`src/rtl/pc_sequencer.sv`:
```
// ============================================================================
// pc_sequencer
// ----------------------------------------------------------------------------
// Fetch-stage program counter for the MIPS core. Holds the current fetch PC
// and sequences it under stall and fetch backpressure. Handles branch/jump
// redirects, call/return through a small circular return-address stack, and
// exception vectoring with EPC capture.
//
// Ports:
//   clk              rising-edge clock
//   reset            asynchronous, active-low reset
//   stall            hold PC (pipeline hazard)
//   fetch_ready      instruction memory accepts the current pc_out
//   redirect_valid   take redirect_target this cycle
//   redirect_target  branch/jump destination
//   redirect_call    redirect is a call: push return address
//   ret_valid        return: pop the RAS (held off until the PC can advance)
//   exc_valid        exception request
//   pc_out           current fetch address
//   pc_valid         pc_out is a real fetch request
//   epc_out          PC captured at the last exception
//   misaligned       one-cycle pulse: redirect target had nonzero low bits
//   ret_miss         one-cycle pulse: return requested with the RAS empty
//   ras_empty        RAS holds no entries
//   ras_full         RAS holds RAS_DEPTH entries
// ============================================================================
module pc_sequencer #(
    parameter int              ADDR_W    = 32,
    parameter int              STEP      = 4,
    parameter logic [ADDR_W-1:0] RESET_VEC = 32'h0000_0000,
    parameter logic [ADDR_W-1:0] EXC_VEC   = 32'h0000_0080,
    parameter int              RAS_DEPTH = 4
) (
    input  logic              clk,
    input  logic              reset,
    input  logic              stall,
    input  logic              fetch_ready,
    input  logic              redirect_valid,
    input  logic [ADDR_W-1:0] redirect_target,
    input  logic              redirect_call,
    input  logic              ret_valid,
    input  logic              exc_valid,
    output logic [ADDR_W-1:0] pc_out,
    output logic              pc_valid,
    output logic [ADDR_W-1:0] epc_out,
    output logic              misaligned,
    output logic              ret_miss,
    output logic              ras_empty,
    output logic              ras_full
);

    localparam int PTR_W = $clog2(RAS_DEPTH);

    localparam logic [1:0] ST_BOOT = 2'd0;
    localparam logic [1:0] ST_RUN  = 2'd1;
    localparam logic [1:0] ST_TRAP = 2'd2;

    localparam logic [ADDR_W-1:0] STEP_V   = ADDR_W'(STEP);
    // Low bits that must be zero in an aligned fetch address.
    localparam logic [ADDR_W-1:0] ALIGN_M  = STEP_V - {{(ADDR_W-1){1'b0}}, 1'b1};
    localparam logic [PTR_W:0]    DEPTH_C  = (PTR_W+1)'(RAS_DEPTH);

    logic [1:0]        state_reg, state_next;
    logic [ADDR_W-1:0] pc_reg, pc_next;
    logic              pc_valid_reg, pc_valid_next;
    logic [ADDR_W-1:0] epc_reg, epc_next;
    logic              misaligned_reg, misaligned_next;
    logic              ret_miss_reg, ret_miss_next;

    // RAS: wp_reg points at the next free slot; the top of stack is wp_reg-1.
    // Pushing past capacity simply keeps wrapping, which overwrites the oldest
    // entry while count saturates at RAS_DEPTH.
    logic [ADDR_W-1:0] ras_mem [RAS_DEPTH];
    logic [PTR_W-1:0]  wp_reg, wp_next;
    logic [PTR_W:0]    count_reg, count_next;
    logic              ras_empty_reg, ras_full_reg;
    logic              push, pop;
    logic [PTR_W-1:0]  top_idx;

    logic              adv;
    logic [ADDR_W-1:0] pc_inc;
    logic [ADDR_W-1:0] ret_addr;

    assign adv      = fetch_ready & ~stall;
    assign pc_inc   = pc_reg + STEP_V;
    assign top_idx  = wp_reg - PTR_W'(1);
    // The pop must redirect on the same edge, so the stack top is read
    // combinationally; the array is tiny and maps to distributed storage.
    assign ret_addr = ras_mem[top_idx];

    always_comb begin
        state_next      = state_reg;
        pc_next         = pc_reg;
        pc_valid_next   = pc_valid_reg;
        epc_next        = epc_reg;
        misaligned_next = 1'b0;
        ret_miss_next   = 1'b0;
        push            = 1'b0;
        pop             = 1'b0;

        case (state_reg)
            ST_BOOT, ST_TRAP: begin
                // Single bubble; the PC is already where fetch should start.
                state_next    = ST_RUN;
                pc_valid_next = 1'b1;
            end
            ST_RUN: begin
                if (exc_valid) begin
                    epc_next      = pc_reg;
                    pc_next       = EXC_VEC;
                    state_next    = ST_TRAP;
                    pc_valid_next = 1'b0;
                end else if (redirect_valid) begin
                    pc_next         = redirect_target & ~ALIGN_M;
                    misaligned_next = |(redirect_target & ALIGN_M);
                    push            = redirect_call;
                end else if (ret_valid && adv) begin
                    if (count_reg != '0) begin
                        pop     = 1'b1;
                        pc_next = ret_addr;
                    end else begin
                        pc_next       = pc_inc;
                        ret_miss_next = 1'b1;
                    end
                end else if (adv) begin
                    pc_next = pc_inc;
                end
            end
            default: begin
                state_next    = ST_BOOT;
                pc_valid_next = 1'b0;
            end
        endcase
    end

    always_comb begin
        wp_next    = wp_reg;
        count_next = count_reg;
        if (push) begin
            wp_next = wp_reg + PTR_W'(1);
            if (count_reg != DEPTH_C) begin
                count_next = count_reg + (PTR_W+1)'(1);
            end
        end else if (pop) begin
            wp_next    = top_idx;
            count_next = count_reg - (PTR_W+1)'(1);
        end
    end

    always_ff @(posedge clk or negedge reset) begin
        if (!reset) begin
            state_reg      <= ST_BOOT;
            pc_reg         <= RESET_VEC;
            pc_valid_reg   <= 1'b0;
            epc_reg        <= '0;
            misaligned_reg <= 1'b0;
            ret_miss_reg   <= 1'b0;
            wp_reg         <= '0;
            count_reg      <= '0;
            ras_empty_reg  <= 1'b1;
            ras_full_reg   <= 1'b0;
        end else begin
            state_reg      <= state_next;
            pc_reg         <= pc_next;
            pc_valid_reg   <= pc_valid_next;
            epc_reg        <= epc_next;
            misaligned_reg <= misaligned_next;
            ret_miss_reg   <= ret_miss_next;
            wp_reg         <= wp_next;
            count_reg      <= count_next;
            // Flags are derived from the next count so they track it exactly.
            ras_empty_reg  <= (count_next == '0);
            ras_full_reg   <= (count_next == DEPTH_C);
        end
    end

    // Stack storage carries no reset; count alone decides which slots are live.
    always_ff @(posedge clk) begin
        if (push) begin
            ras_mem[wp_reg] <= pc_inc;
        end
    end

    assign pc_out     = pc_reg;
    assign pc_valid   = pc_valid_reg;
    assign epc_out    = epc_reg;
    assign misaligned = misaligned_reg;
    assign ret_miss   = ret_miss_reg;
    assign ras_empty  = ras_empty_reg;
    assign ras_full   = ras_full_reg;

endmodule

```
`config.mk`:
```
export PLATFORM = sky130hd
export DESIGN_NAME = pc_sequencer
export DESIGN_NICKNAME = d
export VERILOG_FILES = /design/src/rtl/pc_sequencer.sv
export SDC_FILE = /design/constraint.sdc
export NUM_CORES = 1
export LEC_CHECK = 0
export ABC_AREA = 1
export CAP_MARGIN = 25
export CORE_MARGIN = 3
export CORE_UTILIZATION = 51
export CTS_CLUSTER_DIAMETER = 150
export DETAILED_ROUTE_END_ITERATION = 16
export PLACE_DENSITY = 0.73
export REMOVE_ABC_BUFFERS = 1
export SKIP_CTS_REPAIR_TIMING = 1
export SYNTH_ARGS = -nofsm -noshare
export SYNTH_HDL_FRONTEND = slang
export SYNTH_SLANG_ARGS = --single-unit
```
`constraint.sdc`:
```
create_clock -name clk -period 3.5 [get_ports clk]
set_input_delay 0.7 -clock clk [delete_from_list [all_inputs] [get_ports clk]]
set_output_delay 0.7 -clock clk [all_outputs]
set_load 0.02 [all_outputs]
```
**Yosys cells after proc, flatten, opt, wreduce, memory -nomap -nowiden**

Memories as Yosys holds them, arrays and structs flattened.
Cells that the tools add are included.

- Register bits: 76
- Latch bits: 0
- Memory bits (writable): 128
- Memory bits (read-only): 0
- Bits of input ports: 40
- Output and inout bits: 69
- Logic and storage cells: 65
- Memories: 1

- Add/sub/neg operators: 5
- $mul: 0
- Divide/modulo/power cells: 0
- $lt $le $gt $ge: 0
- Equality and inequality tests: 5
- Shift-type cells: 0
- Muxes and demuxes: 32
- Bitwise logic cells: 2
- Reduce and logical (&&, ||, !) cells: 10

Memories:

| memory | words | width | read ports | clocked after memory_dff | write ports | line | text |
|---|---|---|---|---|---|---|---|
| ras_mem | 4 | 32 | 1 | 0 | 1 | 73 | `logic [ADDR_W-1:0] ras_mem [RAS_DEPTH];` |

Operator list:

| kind | number |
|---|---|
| 2-to-1 mux 32 bit | 5 |
| adder 32 x 3 -> 32 bit (second input constant) | 1 |
| 2-to-1 mux 1 bit | 19 |
| 2-to-1 mux 3 bit | 3 |
| 2-to-1 mux 2 bit | 3 |
| one-hot mux 2 bit (2 select lines) | 1 |
| AND reduction 2 bit | 2 |
| nonzero test 4 bit | 1 |
| OR reduction 2 bit | 2 |
| adder 3 x 1 -> 3 bit (second input constant) | 1 |
| equality test 3 bit (second input constant) | 1 |
| zero test 3 bit | 1 |
| inequality test 3 bit (second input constant) | 1 |
| nonzero test 3 bit | 1 |
| subtractor 3 x 1 -> 3 bit (second input constant) | 1 |
| adder 2 x 1 -> 2 bit (second input constant) | 1 |
| equality test 2 x 1 -> 1 bit (second input constant) | 1 |
| equality test 2 bit (second input constant) | 1 |
| zero test 2 bit | 1 |
| inequality test 2 bit (second input constant) | 1 |
| one-hot mux 1 bit (2 select lines) | 1 |
| nonzero test 2 bit | 1 |
| subtractor 2 x 1 -> 2 bit (second input constant) | 1 |
| bitwise AND 1 bit | 1 |
| 2 further kinds | 2 |

**Longest topological paths before layout**

- Depth after elaboration: 10
- Depth in mapped cells: 13
- Depth with buffers taken out: 11

**Worst setup path before layout**

No wires, ideal clock.

- Path kind: input -> register
- From: input port exc_valid
- To: memory ras_mem[0][0], enable pin
- Library setup time: 0.421 ns
- Data arrival time: 2.653 ns
- Required time: 3.079 ns
- Setup slack: 0.426 ns
- Stages: 6
- Buffers on the path: 1
- Cells stage by stage: inv_2 > nand3_2 > inv_1 > nand3_1 > buf_2 > nor2_1

- Longest elaborated chain between the ends: 4

RTL lines:

| element | line | text |
|---|---|---|
| start, declared | 42 | `input logic exc_valid,` |
| 2-to-1 mux 1 bit | 108 | `if (exc_valid) begin` |
| 2-to-1 mux 1 bit | 101 | `case (state_reg)` |
| 2-to-1 mux 1 bit | 179 | `if (push) begin` |
| 2-to-1 mux 1 bit (not written as such) | 180 | `ras_mem[wp_reg] <= pc_inc;` |
| end, declared | 73 |  |

Every way passes these cells.

**Final worst setup path**

- From: register pc_reg[9], in the netlist pc_out[9]
- To: output port pc_out[9]

RTL lines:

| element | line | text |
|---|---|---|
| start, declared | 64 | `logic [ADDR_W-1:0] pc_reg, pc_next;` |
| start signal, assigned | 164 | `pc_reg <= pc_next;` |
| end, declared | 43 | `output logic [ADDR_W-1:0] pc_out,` |

No word-level cell between the ends.

==> flow_metrics.py <==
metrics = {
    "run_status": {
        "status": "finished, final reports clean",
    },
    "sta": {
        "slew_headroom_pct": 47.0,
        "setup_ws_ps": 1060,
        "maxSlewViolCount": 0,
        "fin_worst_skew_ps": 21.3,
        "max_clock_freq_ghz": 0.409,
        "worstMarginPinSlew_ps": 795,
        "rsz0062_at_grt": "false",
        "finalSetupViolCount": 0,
        "min_period_ps": 2440,
        "hold_viol_final": 0,
        "min_period_over_period_pct": 69.8,
    },
    "global_route": {
        "grt_pass1_vias": 7355,
        "grt_start_max_net_pins": 77,
        "antenna_found_initial": 0,
        "grt_usage_pct": 24.4,
        "grt_pass1_wl_um": 39300,
        "grt_overflow": 0,
    },
    "clock_tree": {
        "cts.sinks": 204,
        "htreeDepth": 1,
        "insertion_delay_ps": 510,
        "numCtsBuffers": 22,
        "cts_tree": "yes",
        "clkTransAtPathRegs_ps": 60,
        "max-clock-path-buffers": 3,
        "cts_root_buffer": "clkbuf_16",
    },
    "floorplan": {
        "fp-row-count": 49,
        "die_w_um": 143,
        "pin_count": 109,
        "die_h_um": 143,
        "core_area_um2": 18300,
        "die_area_um2": 20500,
        "initial_core_util_pct": 52.7,
    },
    "cells_and_area": {
        "fin_nets": 1221,
        "drive_above_1_share_pct": 7.06,
        "top_register": "ras_mem",
        "fin_util_pct": 64.0,
        "finalInstanceArea_um2": 11700,
        "fin_cells": 1418,
        "syn_to_final_growth_pct": 21.6,
        "n_antenna_cell": 0,
        "largest_reg_flops": 128,
    },
    "setup_path": {
        "r2r_slack_ps": 1260,
        "crit_buf_inv": 1,
        "critPathKind": "register to output port",
        "crit_slowest_cell": "clkdlybuf4s50_1",
        "startpoint_type": "register",
        "crit_path_end_kind": "output port",
        "path_delay_family": "buffers and inverters",
        "required_ps": 2800,
        "cp_max_fo": 7,
        "cp.arrival_ps": 1740,
        "crit_chain": "clkdlybuf4s50_1",
        "cp_slowest_stage_delay_ps": 680,
    },
    "power_and_ir_drop": {
        "seqPwrFrac_pct": 37.2,
        "p_int_w": 0.00599,
        "p_switching_w": 0.00389,
        "clockPowerShare_pct": 23.6,
        "power.density_nw_per_um2": 844,
        "peakVddDrop_mv": 0.847,
        "p_leak_nw": 4.93,
        "p_comb_share_pct": 39.2,
        "switching_share_pct": 39.4,
    },
    "synth": {
        "yosysWarnings": 0,
        "synth_top_area_share_pct": 40.0,
        "synth_area_um2": 9620,
        "ys_ff_latch": 204,
        "ys_top_cells_by_count": "nand2_1, nand3_1, edfxtp_1",
        "synth.most_common_cell": "nand2_1",
        "syn_inst": 1072,
        "synth-seq-area-share_pct": 59.7,
        "synth_cell_types": 35,
        "synth_largest_area_cell": "edfxtp_1",
        "syn_area_per_cell_um2": 8.97,
        "yosys_most_used_dff": "edfxtp_1",
        "netlist_top_cells_area": "edfxtp_1, dfrtp_1, nand2_1",
        "postSynth.asyncResetShare_pct": 37.3,
        "synth_edf_count": 128,
    },
    "place": {
        "dp_cells": 1375,
        "place.gp.congestion": 0.849,
        "io_buffers": 108,
        "hpwlAfterDp_um": 15600,
        "dp_slack_ps": 615,
        "placed_cell_area_um2": 10900,
    },
    "min_path": {
        "hold_path_class": "input port to async pin",
    },
    "drt": {
        "via_per_inst": 5.45,
        "ant_nets": 0,
        "first_pass_iters": 5,
        "drtIter0Drc": 546,
        "routed_wl_um": 25200,
        "vias": 7730,
        "drc": 0,
        "wl_per_cell_um": 17.7,
    },
    "run": {
        "drv_cap": 0,
    },
}
## cells in the final DEF (no fill, tap or decap), types with 2 or more instances in the layout
| cell | count |
|---|---|
| clkinv_2 | 5 |
| clkbuf_16 | 23 |
| nor2_1 | 98 |
| edfxtp_1 | 128 |
| or2_2 | 2 |
| and2_1 | 12 |
| buf_12 | 5 |
| inv_2 | 5 |
| bufinv_16 | 2 |
| dfrtp_1 | 74 |
| o21ai_1 | 2 |
| nand2_2 | 5 |
| buf_4 | 10 |
| nand4_1 | 3 |
| nor2_2 | 11 |
| a21oi_1 | 8 |
| xor2_1 | 9 |
| a21o_1 | 2 |
| clkbuf_8 | 3 |
| ha_1 | 8 |
| clkinv_1 | 3 |
| nor2_4 | 6 |
| nand2_1 | 353 |
| a32o_1 | 2 |
| inv_1 | 90 |
| o21ai_0 | 60 |
| clkbuf_1 | 3 |
| o211ai_1 | 4 |
| nand3_1 | 133 |
| clkdlybuf4s50_1 | 107 |
## cells by family after synthesis
group | Yosys count | synth area share [%]
adders and majority gates | 8 | 1.04
buffers and inverters | 141 | 6.06
AOI/OAI and AO/OA | 81 | 4.55
and+or+nand+nor | 628 | 27.7
xor gates and xnor gates | 10 | 0.910
DFF | 204 | 59.7
## final cells by class
class	instances	area (um^2)
Sequential cell	204	5750
Inverter	95	357
Timing Repair Buffer	123	1270
Multi-Input combinational cell	727	3300
Tap cell	229	287
Clock inverter	11	104
Fill cell	1502	6570
Clock buffer	29	628
## per-layer routing
layer | track usage (%) | up-vias | wire, um
li1 | - | 3686 | -
met1 | 33.7 | 3695 | 10900
met2 | 40.0 | 308 | 11800
met3 | 4.19 | 41 | 1840
met4 | 7.38 | 0 | 624
met5 | 0 | - | 0
## path summary, 6_finish.rpt
kind,startpoint,end,cells past startpoint
setup / recovery,pc_out[9],pc_out[9],1
hold / removal,reset,pc_out[14],1
setup reg to reg,count_reg[0],ras_full,12
hold reg to reg,epc_out[0],epc_out[0],2
max in group asynchronous,reset,ras_empty,2
min in group clk,epc_out[0],epc_out[0],2
## worst register-to-register path, delay by kind of cell (launching register included)
family / cells / cell delay (ps)
flip-flops: 1 / 380
AND/OR/NAND/NOR: 7 / 750
buffers and inverters: 3 / 640
adder cells (fa/ha/maj): 1 / 220
AO/OA/AOI/OAI: 1 / 180
## through the flow
stage	TNS [ps]	total power [W]	hold WS [ps]
final	0	0.00988	184
after CTS	0	0.00986	427
after global placement	0	0.00742	456
after detailed placement	0	0.00751	464
after global routing	0	0.0105	225
after floorplan	-70990	0.00585	404
## power by group through the flow
stage / combinational (W) / clock, W / sequential [W]
4_1_cts: 0.00384 / 0.00236 / 0.00366
3_5_place_dp: 0.00381 / 0 / 0.00370
3_3_place_gp: 0.00372 / 0 / 0.00370
2_1_floorplan: 0.00181 / 0 / 0.00404
6_report: 0.00387 / 0.00233 / 0.00367
5_1_grt: 0.00428 / 0.00245 / 0.00372
Power figures use the tool's default switching activity.
